--- config.mk ---
export PLATFORM = sky130hd
export DESIGN_NAME = uart_cmd_framer
export DESIGN_NICKNAME = d
export VERILOG_FILES = /design/src/rtl/uart_cmd_framer_pkg.sv /design/src/rtl/uart_cmd_framer_idle_timer.sv /design/src/rtl/uart_cmd_framer.sv
export SDC_FILE = /design/constraint.sdc
export NUM_CORES = 1
export LEC_CHECK = 0
export CAP_MARGIN = 5
export CORE_MARGIN = 1.5
export CORE_UTILIZATION = 55
export DETAILED_ROUTE_END_ITERATION = 6
export PLACE_DENSITY = 0.8
export SLEW_MARGIN = 10
export SYNTH_ARGS = -nofsm -noshare
export SYNTH_HDL_FRONTEND = slang
export SYNTH_SLANG_ARGS = --single-unit
--- constraint.sdc ---
create_clock -name clk -period 3.44 [get_ports clk]
set_input_delay 0.516 -clock clk [delete_from_list [all_inputs] [get_ports clk]]
set_output_delay 0.516 -clock clk [all_outputs]
set_load 0.01 [all_outputs]
--- src/rtl/uart_cmd_framer_pkg.sv ---
// Shared constants, FSM state encoding and frame acceptance check for the
// UART command framer.
package uart_cmd_framer_pkg;

    localparam logic [7:0] SYNC_BYTE    = 8'hA5;
    localparam logic [7:0] OPC_READ     = 8'h01;
    localparam logic [7:0] OPC_WRITE    = 8'h02;
    localparam logic [7:0] OPC_WARMBOOT = 8'h03;

    localparam logic [2:0] ERR_NONE     = 3'd0;
    localparam logic [2:0] ERR_CHECKSUM = 3'd1;
    localparam logic [2:0] ERR_TIMEOUT  = 3'd2;
    localparam logic [2:0] ERR_BREAK    = 3'd3;
    localparam logic [2:0] ERR_OPCODE   = 3'd4;
    localparam logic [2:0] ERR_SELECT   = 3'd5;
    localparam logic [2:0] ERR_OVERRUN  = 3'd6;

    typedef enum logic [2:0] {
        ST_IDLE = 3'd0,
        ST_OPC  = 3'd1,
        ST_SEL  = 3'd2,
        ST_ADDR = 3'd3,
        ST_DHI  = 3'd4,
        ST_DLO  = 3'd5,
        ST_CHK  = 3'd6
    } state_e;

    // First failing check wins; WARMBOOT ignores the block select.
    function automatic logic [2:0] frame_check(
        input logic [7:0] opcode,
        input logic [7:0] sel,
        input logic [7:0] xor_acc,
        input logic [7:0] chk,
        input logic [8:0] num_blocks,
        input logic       slot_free
    );
        logic [2:0] code;
        if (xor_acc != chk) begin
            code = ERR_CHECKSUM;
        end else if (opcode != OPC_READ && opcode != OPC_WRITE && opcode != OPC_WARMBOOT) begin
            code = ERR_OPCODE;
        end else if (opcode != OPC_WARMBOOT && {1'b0, sel} >= num_blocks) begin
            code = ERR_SELECT;
        end else if (!slot_free) begin
            code = ERR_OVERRUN;
        end else begin
            code = ERR_NONE;
        end
        return code;
    endfunction

endpackage

--- src/rtl/uart_cmd_framer_idle_timer.sv ---
// Inter-byte idle timer: counts enabled cycles since the last clear and
// flags expiry when the count reaches TIMEOUT_CYCLES-1.
module uart_cmd_framer_idle_timer #(
    parameter int TIMEOUT_CYCLES = 12_000
) (
    input  logic clk,
    input  logic resetn,
    input  logic clear_i,
    input  logic enable_i,
    output logic expire_o
);

    localparam int TW = $clog2(TIMEOUT_CYCLES);
    localparam logic [TW-1:0] LAST = TW'(TIMEOUT_CYCLES - 1);

    logic [TW-1:0] count_q;
    logic [TW-1:0] count_d;

    assign expire_o = enable_i && (count_q == LAST);

    // Next count: clear dominates, hold once expired.
    always_comb begin
        count_d = count_q;
        if (clear_i) begin
            count_d = '0;
        end else if (enable_i && !expire_o) begin
            count_d = count_q + TW'(1);
        end else begin
            count_d = count_q;
        end
    end

    // Count register.
    always_ff @(posedge clk) begin
        if (!resetn) begin
            count_q <= '0;
        end else begin
            count_q <= count_d;
        end
    end

endmodule

--- src/rtl/uart_cmd_framer.sv ---
// Turns the raw UART byte stream into checked command frames and holds one
// decoded command in a valid/ready output slot.
module uart_cmd_framer
    import uart_cmd_framer_pkg::*;
#(
    parameter int MEM_SELECT_BITS = 4,
    parameter int NUM_BLOCKS      = 16,
    parameter int TIMEOUT_CYCLES  = 12_000
) (
    input  logic                       clk,
    input  logic                       resetn,
    input  logic                       rx_valid,
    input  logic [7:0]                 rx_data,
    input  logic                       rx_break,
    output logic                       cmd_valid,
    input  logic                       cmd_ready,
    output logic [7:0]                 cmd_opcode,
    output logic [MEM_SELECT_BITS-1:0] cmd_select,
    output logic [7:0]                 cmd_addr,
    output logic [15:0]                cmd_data,
    output logic                       frame_err,
    output logic [2:0]                 err_code,
    output logic [7:0]                 err_count
);

    state_e                     state_q;
    logic [7:0]                 opc_q, sel_q, addr_q, dhi_q, dlo_q, xor_q;
    logic                       cmd_valid_q;
    logic [7:0]                 cmd_opcode_q;
    logic [MEM_SELECT_BITS-1:0] cmd_select_q;
    logic [7:0]                 cmd_addr_q;
    logic [15:0]                cmd_data_q;
    logic                       frame_err_q;
    logic [2:0]                 err_code_q;
    logic [7:0]                 err_count_q;

    logic       slot_free_s, timer_expire_s, err_s, commit_s;
    logic [2:0] err_code_s, chk_code_s;

    assign slot_free_s = !cmd_valid_q || cmd_ready;

    uart_cmd_framer_idle_timer #(
        .TIMEOUT_CYCLES(TIMEOUT_CYCLES)
    ) u_idle_timer (
        .clk     (clk),
        .resetn  (resetn),
        .clear_i (rx_valid || (state_q == ST_IDLE)),
        .enable_i(state_q != ST_IDLE),
        .expire_o(timer_expire_s)
    );

    // Event arbitration: break beats a byte, a byte beats timeout expiry.
    always_comb begin
        err_s      = 1'b0;
        err_code_s = ERR_NONE;
        commit_s   = 1'b0;
        chk_code_s = frame_check(opc_q, sel_q, xor_q, rx_data, 9'(NUM_BLOCKS), slot_free_s);
        if (rx_break && state_q != ST_IDLE) begin
            err_s      = 1'b1;
            err_code_s = ERR_BREAK;
        end else if (rx_valid && state_q == ST_CHK) begin
            if (chk_code_s != ERR_NONE) begin
                err_s      = 1'b1;
                err_code_s = chk_code_s;
            end else begin
                commit_s = 1'b1;
            end
        end else if (!rx_valid && timer_expire_s) begin
            err_s      = 1'b1;
            err_code_s = ERR_TIMEOUT;
        end else begin
            err_s = 1'b0;
        end
    end

    // Frame FSM, parse registers, output slot and error reporting.
    always_ff @(posedge clk) begin
        if (!resetn) begin
            state_q      <= ST_IDLE;
            opc_q        <= 8'h00;
            sel_q        <= 8'h00;
            addr_q       <= 8'h00;
            dhi_q        <= 8'h00;
            dlo_q        <= 8'h00;
            xor_q        <= 8'h00;
            cmd_valid_q  <= 1'b0;
            cmd_opcode_q <= 8'h00;
            cmd_select_q <= '0;
            cmd_addr_q   <= 8'h00;
            cmd_data_q   <= 16'h0000;
            frame_err_q  <= 1'b0;
            err_code_q   <= ERR_NONE;
            err_count_q  <= 8'h00;
        end else begin
            frame_err_q <= err_s;
            if (err_s) begin
                err_code_q <= err_code_s;
                if (err_count_q != 8'hFF) begin
                    err_count_q <= err_count_q + 8'd1;
                end
            end
            if (commit_s) begin
                cmd_valid_q  <= 1'b1;
                cmd_opcode_q <= opc_q;
                cmd_select_q <= sel_q[MEM_SELECT_BITS-1:0];
                cmd_addr_q   <= addr_q;
                cmd_data_q   <= {dhi_q, dlo_q};
            end else if (cmd_valid_q && cmd_ready) begin
                cmd_valid_q <= 1'b0;
            end
            if (err_s) begin
                state_q <= ST_IDLE;
            end else if (rx_valid) begin
                case (state_q)
                    ST_IDLE: begin
                        if (rx_data == SYNC_BYTE) begin
                            xor_q   <= 8'h00;
                            state_q <= ST_OPC;
                        end
                    end
                    ST_OPC:  begin opc_q  <= rx_data; xor_q <= xor_q ^ rx_data; state_q <= ST_SEL;  end
                    ST_SEL:  begin sel_q  <= rx_data; xor_q <= xor_q ^ rx_data; state_q <= ST_ADDR; end
                    ST_ADDR: begin addr_q <= rx_data; xor_q <= xor_q ^ rx_data; state_q <= ST_DHI;  end
                    ST_DHI:  begin dhi_q  <= rx_data; xor_q <= xor_q ^ rx_data; state_q <= ST_DLO;  end
                    ST_DLO:  begin dlo_q  <= rx_data; xor_q <= xor_q ^ rx_data; state_q <= ST_CHK;  end
                    ST_CHK:  state_q <= ST_IDLE;
                    default: state_q <= ST_IDLE;
                endcase
            end
        end
    end

    assign cmd_valid  = cmd_valid_q;
    assign cmd_opcode = cmd_opcode_q;
    assign cmd_select = cmd_select_q;
    assign cmd_addr   = cmd_addr_q;
    assign cmd_data   = cmd_data_q;
    assign frame_err  = frame_err_q;
    assign err_code   = err_code_q;
    assign err_count  = err_count_q;

endmodule
==> results of run 1 <==
==> how the worst max path moves through the flow <==
stage / endpoint / slack (ps) / cells after the start / startpoint
after floorplan: xor_q[6] / 960 / 8 / rx_data[3]
final: xor_q[3] / 810 / 7 / rx_data[2]
after CTS: err_count[5] / 850 / 6 / u_idle_timer.count_q[5]
after global routing: xor_q[5] / 690 / 5 / state_q[1]
after global placement: xor_q[6] / 440 / 7 / rx_data[2]
after detailed placement: xor_q[6] / 370 / 7 / rx_data[2]
==> sequential cells by signal, indices dropped and copies added, names as in the netlist <==
signal and flops:
addr_q 8, state_q 3, xor_q 8, err_count 8, err_code 3, cmd_data 16, cmd_select 4, frame_err 1
cmd_opcode 8, cmd_valid 1, u_idle_timer.count_q 14, sel_q 8, dhi_q 8, dlo_q 8, opc_q 8, cmd_addr 8
==> per-layer routing <==
metal / global-route usage (%) / wire, µm / vias to the layer above
met2: 43.02 / 5289 / 130
li1: - / - / 1882
met4: 8.946 / 165 / 0
met3: 6.793 / 632 / 17
met5: 0 / 0 / -
met1: 32.36 / 4894 / 1819
==> through the flow <==
stage / utilization (%) / power, mW / hold slack [ps]
4_1_cts: 72.95 / 3.093 / 475.5
2_1_floorplan: - / 1.410 / 455.2
3_5_place_dp: 66.05 / 1.450 / 466.4
3_3_place_gp: 66.05 / 1.449 / 461.8
5_1_grt: 72.95 / 3.158 / 485.0
6_report: 72.95 / 3.069 / 472.0
==> cell families (layout without fill, tap and decap cells) <==
group / Yosys count / in the layout
buffers and inverters: 42 / 114
muxes: 74 / 74
xor gates and xnor gates: 22 / 22
AOI/OAI and AO/OA: 34 / 34
adders and majority gates: 6 / 6
and+or+nand+nor: 215 / 215
DFF: 114 / 114
==> worst reg2reg max path, delay by kind of cell (launching register included) <==
family          cells  cell delay [ps]
simple gates        3             1540
compound gates      3              630
flops               1              340
==> area by class of cell <==
cell class / instances / area, µm² / area share (%)
clock buffer: 19 / 441.7 / 7.331
inverter: 5 / 18.77 / 0.3115
clock inverter: 13 / 128.9 / 2.139
multi-input combinational: 351 / 2291 / 38.03
tap: 105 / 131.4 / 2.181
timing repair buffer: 77 / 730.7 / 12.13
sequential: 114 / 2282 / 37.88
==> report_power, final <==
group | leakage [nW] | switching (mW) | internal [mW]
Clock | 0.275 | 0.641 | 1.00
Combinational | 1.09 | 0.0609 | 0.0367
Sequential | 0.918 | 0.00297 | 1.32
Total | 2.28 | 0.705 | 2.36
==> cell usage in the layout, fill, tap and decap left out, types with 8 or more instances in the layout <==
master and count:
dfxtp_1 114, nor4_1 13, clkbuf_16 16, nor3b_1 8, mux2i_1 74, nand3b_1 8, clkdlybuf4s50_1 61, nand2_1 25
nor2_1 106, buf_4 16, xor2_1 15, nand3_1 13, o22ai_1 9
==> summary.txt, run 1 <==
Timing
  – Tightest Pin Transition: around 1100 ps
  – Final Hold Viols: 0
  – Max-slew headroom: between 20 and 30%
  – Final Max Tran Viols: 0
  – Setup TNS: 0 ps
  – Clk_skew: around 9.5 ps
  – Min Tclk post-route: around 2600 ps
  – Period utilization: between 70% and 80%
  – Final setup vio count: 0
  – Fmax: roughly 380 MHz
  – Setup WS post-layout: roughly 810 ps
  – Unrepaired setup endpoints after global routing: no

Floorplan
  – Core area: between 8000 and 9000 µm²
  – Top Ports: between 60 and 70
  – Initial Util: a little under three fifths
  – Horiz. Die Dim: 95.76 µm
  – Die area: about 9000 µm²
  – # rows: 33
  – Die Y: 95.76 µm

Placement
  – Post-DP Area: 5454 µm²
  – Hpwl dp: between 6000 and 7000 µm
  – Routability cong.: ~0.81
  – Port Buf Inserts: ~60
  – DP Cell Count: approximately 650
  – Place WS: around 370 ps

Drt
  – Routed wire length: around 11000 µm
  – DRC: 0
  – Starting DRT DRC Count: 281
  – Routed len/inst: 16.05 µm
  – Vias: between 3000 and 4000
  – Detailed-router iteration count before antenna repair: 5
  – Vias per Instance: about 5.6
  – Post-detailed-route count of antenna-violating nets: 0

Worst setup path
  – Data required time of the worst path: slightly below 4000 ps
  – Arr. time, crit path: just over 3000 ps
  – Reg-to-Reg Start: u_idle_timer.count_q[5]
  – Critical path's top delay family: simple AND/OR/NAND/NOR gates
  – Crit. End Element: flop
  – Worst Setup Path Type: input pin to flop
  – Slowest-stage cell, CP: or4_1
  – CP bufs+invs: 1
  – Reg2reg path depth: 6
  – Peak fanout along the critical path: 8
  – Startpoint Class: input pin
  – Max incr delay on CP: 690 ps
  – Worst reg2reg path endpoint: err_count[5]
  – R2r setup slk: roughly 840 ps
  – CP cell instances: clkdlybuf4s50_1 -> xor2_1 -> nor4_1 -> and4_1 -> o21ai_1 -> or4_1 -> o22ai_1

Clock tree
  – CTS H-tree lvls: 4
  – Clock Root Buffer: clkbuf_8
  – Number of CTS-inserted buffers: 17
  – Max Root-Sink Buffers: 2
  – Clock-pin slew on the worst setup and hold paths: 60 ps
  – CTS tree: done
  – Post-CTS Resized: 0
  – Clock sinks: approximately 110
  – # hold bufs at CTS: 0
  – Clk_lat worst skew: 520 ps
  – Post-CTS setup repair buffer count: 0

Global route
  – First-pass GRT wire length: around 18000 µm
  – Initial antenna violation count: 0
  – Vias in the first global route: approximately 3700
  – Grt ovf: 0
  – Largest net degree at the start of global routing: 85
  – GRT Total Usage: between 20% and 30%

Final layout
  – Cell Count, Final, Fillers Out: roughly 680
  – P&R area growth vs syn: 27.31%
  – N_diodes: 0
  – Filler instances: 588
  – Final instance area: around 6000 µm²
  – Layout cells sized above 1: 8.981%
  – Fin nets: 584

Run
  – Max Cap Viol: 0

Synth
  – Mux cell area share after synthesis: roughly 16%
  – Top cell type's share of synthesized area: 48.23%
  – Main synth FF type: dfxtp_1
  – Most instantiated cells after synthesis: dfxtp_1, nor2_1, mux2i_1
  – Post-synth EDFFs: 0
  – Number of library cell types mapped by synthesis: 44
  – Area leader, netlist: dfxtp_1
  – Leading post-synthesis cells by cell area: dfxtp_1, mux2i_1, nor2_1
  – Synth Area in Compound Gates: under 10%
  – Sequential area share after synthesis: just under 50%
  – Post-synth ARST share: 0%
  – Synth Area in Adders: 1.534%
  – Largest family of logic cells by synthesized area: simple AND/OR/NAND/NOR gates
  – Synthesized area: between 4000 and 5000 µm²
  – Fraction of the mapped netlist area in simple logic gates: approximately 22%
  – Count leader, synth: dfxtp_1
  – Register bit count reported by yosys: around 110
  – Mapped Avg Cell Area: 9.333 µm²
  – Synth Area in XOR/XNOR: 4.072%
  – Syn Inst Count: a little over 500
  – Syn Nets: 525
  – Synth warn: 0

Min path
  – Worst hold path type: flop to flop
  – Hold depth: 1
  – Hold Crit Start: cmd_opcode[6]
  – Hold path endpoint: cmd_opcode[6]

Power
  – Pwr Density: a little over 500 nW/µm²
  – Leakage: around 2.3 nW
  – Peak supply drop: between 0.3 and 0.4 mV

Status
  – Outcome: complete, no violations
Note: power is estimated with default switching activity, not from simulation.
==> inputs of run 2 (changes only) <==
clock period = 2.7 ns   (was 3.44 ns; I/O delays follow)
==> run 2 against run 1 <==
Net effect: final cell count increased by 1.3%; largest power group unchanged; final area increased by 2.2%; sequential power increased by 27%; via count increased by 2.3%; clock skew increased by 3.7 ps; worst setup slack got worse by 680 ps; non-clock buffer count increased by 9; critical path depth decreased by 1; sequential cell count unchanged; hold slack got worse by 0.63 ps; combinational power increased by 34%.
==> summary.txt, run 2 (synthesis gave the netlist of run 1 again) <==
Placement
  – Post-DP Area: 5559 µm²
  – Port Buf Inserts: 61
  – Routability cong.: around 0.85
  – Hpwl dp: 7223 µm
  – Place WS: -129.3 ps

Timing
  – Period utilization: 95.39%
  – Max-slew headroom: between 60 and 70%
  – Final setup vio count: 0
  – Fmax: 388.3 MHz
  – Setup WS post-layout: ~120 ps
  – Min Tclk post-route: approximately 2600 ps
  – Final Max Tran Viols: 0
  – Tightest Pin Transition: 581.3 ps
  – Clk_skew: between 10 and 15 ps
  – Final Hold Viols: 0
  – Unrepaired setup endpoints after global routing: no

Power
  – Pwr Density: 653.6 nW/µm²
  – Leakage: between 2 and 2.5 nW
  – Peak supply drop: about 0.46 mV
  – Total Power: ~4.0 mW

Status
  – Outcome: complete, no violations

Drt
  – Routed len/inst: ~17 µm
  – Vias: between 3000 and 4000
  – Post-detailed-route count of antenna-violating nets: 0
  – Starting DRT DRC Count: about 190
  – DRC: 0
  – Detailed-router iteration count before antenna repair: 4
  – Routed wire length: 11450 µm
  – Vias per Instance: approximately 5.7

Final layout
  – Multi-input gate area: between 2000 and 2500 µm²
  – Final instance area: 6158 µm²
  – Most frequent cells in the layout: dfxtp_1, nor2_1, mux2i_1
  – P&R area growth vs syn: 30.14%
  – Fin nets: between 500 and 600
  – N_diodes: 0
  – Final core occ: between 70% and 80%
  – Layout cells sized above 1: between 10% and 20%
  – Max reg flops: 16
  – Filler instances: between 500 and 600
  – Register area: between 2000 and 2500 µm²
  – Commonest non-fill, non-tap cell in the layout: dfxtp_1

Worst setup path
  – Startpoint Class: flop
  – Crit path to: err_count[5]
  – Worst Setup Path Type: flop to flop
  – Crit path launch: u_idle_timer.count_q[5]
  – Reg2reg path depth: 6
  – Data required time of the worst path: 3140 ps
  – Worst reg2reg path endpoint: err_count[5]
  – Reg-to-Reg Start: u_idle_timer.count_q[5]
  – R2r setup slk: between 100 and 150 ps
  – Arr. time, crit path: 3010 ps
  – Crit. End Element: flop
  – Peak fanout along the critical path: 8

Floorplan
  – Die Y: 95.76 µm
  – # rows: 33
  – Horiz. Die Dim: between 90 and 100 µm
  – Initial Util: a little under three fifths
  – Top Ports: 62
  – Core area: approximately 8300 µm²
  – Die area: 9169 µm²

Global route
  – GRT Total Usage: 27.20%
  – First-pass GRT wire length: ~19000 µm
  – Initial antenna violation count: 0
  – Vias in the first global route: between 3000 and 4000
  – Largest net degree at the start of global routing: between 80 and 90
  – Grt ovf: 0

Clock tree
  – CTS H-tree lvls: 4
  – Number of CTS-inserted buffers: 17
  – Max Root-Sink Buffers: 2
  – Clock-pin slew on the worst setup and hold paths: roughly 60 ps
  – Post-CTS Resized: 0
  – Clock Root Buffer: clkbuf_8
  – Post-CTS setup repair buffer count: 0
  – CTS tree: done
  – Clock sinks: approximately 110
  – Clk_lat worst skew: around 520 ps
  – # hold bufs at CTS: 0

Min path
  – Worst hold path type: flop to flop

Run
  – Max Cap Viol: 0
## run 2: per-layer routing
layer / GRT usage [%] / share of wire [%]
met1: 34.03 / 45
met2: 44.19 / 48
met3: 8.215 / 5.4
met4: 9.926 / 1.2
met5: 0 / 0
## run 2: report_power, final
group	switching [mW]	internal, mW	total (mW)
sequential	0.00339	1.69	1.69
clock	0.831	1.37	2.21
combinational	0.0792	0.0517	0.131
total	0.914	3.11	4.02
## run 2: area by class of cell
cell class	instances	share of cell area, %
Multi-Input combinational cell	351	37.30
Sequential cell	114	37.06
Timing Repair Buffer	86	13.57
Clock buffer	19	7.172
Clock inverter	13	2.458
Tap cell	105	2.133
Inverter	5	0.3048
## run 2: metrics by stage
stage,TNS (ps),cells,hold slack (ps)
detailed placement,-718.6,661,465.5
floorplan,0,507,455.2
CTS,0,693,473.5
global placement,-229.6,661,462.0
global route,0,693,490.3
finish,0,693,471.4
## run 2: worst min-delay path by stage
stage                              from             to  slack, ps  cells after the start
after floorplan                opc_q[4]       opc_q[4]        460                      2
after CTS                 cmd_opcode[7]  cmd_opcode[7]        470                      1
after global placement    cmd_opcode[6]  cmd_opcode[6]        460                      1
final                     cmd_opcode[7]  cmd_opcode[7]        470                      1
after detailed placement  cmd_opcode[7]  cmd_opcode[7]        470                      1
after global routing      cmd_opcode[3]  cmd_opcode[3]        490                      1
## run 2: worst max-delay path, cell delays in order (launching register included)
cell,delay [ps]
dfxtp_1,340
or4b_1,530
or4_4,510
o31a_1,310
o21a_4,160
or4_1,490
a21oi_1,150
==> inputs of run 3 (changes only) <==
SYNTH_HIERARCHICAL = 1   (was not set)
==> run 3 against run 2 <==
Net effect: clock power grew 5%; largest cell class is now registers; worst setup slack gained 120 ps; non-clock buffer count grew 2; first-iteration DRC count grew 31%; sequential power is essentially flat; synthesized cell count shrank 1.4%; critical path type unchanged; highest routed layer unchanged; final cell count grew 0.14%; wire length shrank 1.4%; sequential share of layout area grew 0.053 points; core utilization shrank 0.48 points.
==> summary.txt, run 3 <==
Status
  – Outcome: complete, no violations

Power
  – Peak supply drop: ~0.60 mV
  – Leakage: between 2 and 3 nW
  – Pwr Density: around 670 nW/µm²

Floorplan
  – Die Y: 95.99 µm
  – Horiz. Die Dim: 95.99 µm
  – Top Ports: 62
  – Core area: a little over 8000 µm²
  – # rows: 33
  – Initial Util: between 50% and 60%
  – Die area: 9214 µm²

Drt
  – Detailed-router iteration count before antenna repair: 5
  – Routed wire length: around 11000 µm
  – DRC: 0
  – Starting DRT DRC Count: 243
  – Routed len/inst: 16.26 µm
  – Vias: a little under 4000
  – Post-detailed-route count of antenna-violating nets: 0
  – Vias per Instance: around 5.6

Worst setup path
  – Max incr delay on CP: approximately 400 ps
  – Critical path's top delay family: simple AND/OR/NAND/NOR gates
  – Slowest-stage cell, CP: dfxtp_1
  – CP cell instances: ha_1 -> and4_1 -> nand3_1 -> nor4b_2 -> inv_1 -> o21ai_2 -> and2_1 -> a31oi_1 -> buf_4 -> or3_1 -> a21oi_1
  – Data required time of the worst path: 3150 ps
  – Reg-to-Reg Start: u_idle_timer/count_q[0]
  – Peak fanout along the critical path: 11
  – Startpoint Class: flop
  – Crit path launch: u_idle_timer/count_q[0]
  – CP bufs+invs: 2
  – Crit. End Element: flop
  – Arr. time, crit path: between 2000 and 3000 ps
  – Worst Setup Path Type: flop to flop

Clock tree
  – Post-CTS setup repair buffer count: 0
  – Number of CTS-inserted buffers: 17
  – Clock Root Buffer: clkbuf_8
  – Max Root-Sink Buffers: 2
  – Clock-pin slew on the worst setup and hold paths: 60 ps
  – Clk_lat worst skew: roughly 520 ps
  – Post-CTS Resized: 0
  – Clock sinks: ~110
  – CTS tree: done
  – CTS H-tree lvls: 4
  – # hold bufs at CTS: 0

Placement
  – Hpwl dp: between 7000 and 8000 µm
  – Routability cong.: a little over 0.8
  – DP Cell Count: around 660
  – Port Buf Inserts: 61

Min path
  – Worst hold path type: flop to flop
  – Hold Crit Start: cmd_opcode[3]

Synth
  – Top cell type's share of synthesized area: 47.99%
  – Synth warn: 6
  – Syn Nets: 515
  – Post-synth ARST share: 0%
  – Sequential area share after synthesis: a little under half
  – Mapped Avg Cell Area: roughly 9.5 µm²
  – Number of library cell types mapped by synthesis: 54
  – Synthesized area: between 4000 and 5000 µm²
  – Main synth FF type: dfxtp_1
  – Leading post-synthesis cells by cell area: dfxtp_1, mux2i_1, nor2_1
  – Register bit count reported by yosys: about 110
  – Count leader, synth: dfxtp_1
  – Post-synth EDFFs: 0
  – Area leader, netlist: dfxtp_1
  – Most instantiated cells after synthesis: dfxtp_1, nor2_1, mux2i_1
  – Syn Inst Count: 500

Final layout
  – P&R area growth vs syn: 29.31%
  – Cell Count, Final, Fillers Out: ~700
  – N_diodes: 0
  – Layout cells sized above 1: between 10% and 20%
  – Commonest non-fill, non-tap cell in the layout: dfxtp_1
  – Multi-input gate area: 2237 µm²
  – Register area: ~2300 µm²
  – Max reg flops: 16
  – Filler instances: between 500 and 600
  – Fin nets: between 500 and 600
  – Most frequent cells in the layout: dfxtp_1, nor2_1, mux2i_1

Timing
  – Final Max Tran Viols: 0
  – Max-slew headroom: a little under two thirds
  – Tightest Pin Transition: about 550 ps
  – Final setup vio count: 0
  – Clk_skew: 9.767 ps
  – Min Tclk post-route: about 2500 ps
  – Unrepaired setup endpoints after global routing: no
  – Period utilization: approximately nine tenths
  – Final Hold Viols: 0
  – Setup TNS: 0 ps
  – Fmax: about 410 MHz

Global route
  – Initial antenna violation count: 0
  – First-pass GRT wire length: between 15000 and 20000 µm
  – Vias in the first global route: between 3000 and 4000
  – GRT Total Usage: about a quarter
  – Largest net degree at the start of global routing: 51
  – Grt ovf: 0

Run
  – Max Cap Viol: 0
run 3: final cells by class:
cell class | count | area share, %
Sequential cell | 114 | 37.11
Multi-Input combinational cell | 343 | 36.38
Timing Repair Buffer | 88 | 13.63
Clock buffer | 19 | 7.182
Clock inverter | 13 | 2.828
Tap cell | 105 | 2.136
Inverter | 12 | 0.7325
run 3: per-stage QoR:
step	utilization (%)	cell area [µm²]	total power, mW	hold slack [ps]	setup slack, ps
after floorplan	-	4756	1.776	459.6	290.5
after global placement	66.56	5524	1.816	452.1	142.9
after detailed placement	66.56	5524	1.818	466.2	13.54
after CTS	73.98	6140	4.114	480.8	94.98
after global routing	74.10	6150	4.201	495.8	34.31
final	74.10	6150	4.101	480.7	240.9
run 3: worst paths after layout:
check | depth (start not counted) | slack, ps | endpoint
worst max-delay path | 11 | 240 | err_count[3]
worst min-delay path | 1 | 480 | cmd_opcode[3]
worst max register to register | 11 | 240 | err_count[3]
worst min register to register | 1 | 480 | cmd_opcode[3]
run 3: power by group:
group          internal, mW  leakage (nW)  switching (mW)  total, mW
sequential             1.68         0.918        0.000189       1.68
combinational        0.0418          1.40          0.0604      0.102
clock                  1.47         0.292           0.846       2.32
total                  3.19          2.61           0.907       4.10
run 3: cells by family after synthesis:
family / after synthesis / synth area share, %
AO/OA/AOI/OAI: 56 / 7.078
XOR/XNOR: 17 / 3.131
adder cells (fa/ha/maj): 3 / 0.7366
buffers and inverters: 43 / 5.183
flip-flops: 114 / 47.99
multiplexers: 71 / 14.97
AND/OR/NAND/NOR: 196 / 20.92
run 3: worst reg2reg max path, cell delays in order, from the launching register on:
cell	delay [ps]
dfxtp_1	390
ha_1	230
and4_1	230
nand3_1	100
nor4b_2	280
inv_1	90
o21ai_2	220
and2_1	160
a31oi_1	40
buf_4	170
or3_1	340
a21oi_1	140
run 3: per-layer routing:
| metal | wire, µm | part of all wire [%] | GRT usage (%) |
|---|---|---|---|
| met1 | 4971 | 44 | 31.23 |
| met2 | 5526 | 49 | 43.60 |
| met3 | 547 | 4.8 | 8.452 |
| met4 | 235 | 2.1 | 9.804 |
| met5 | 0 | 0 | 0 |
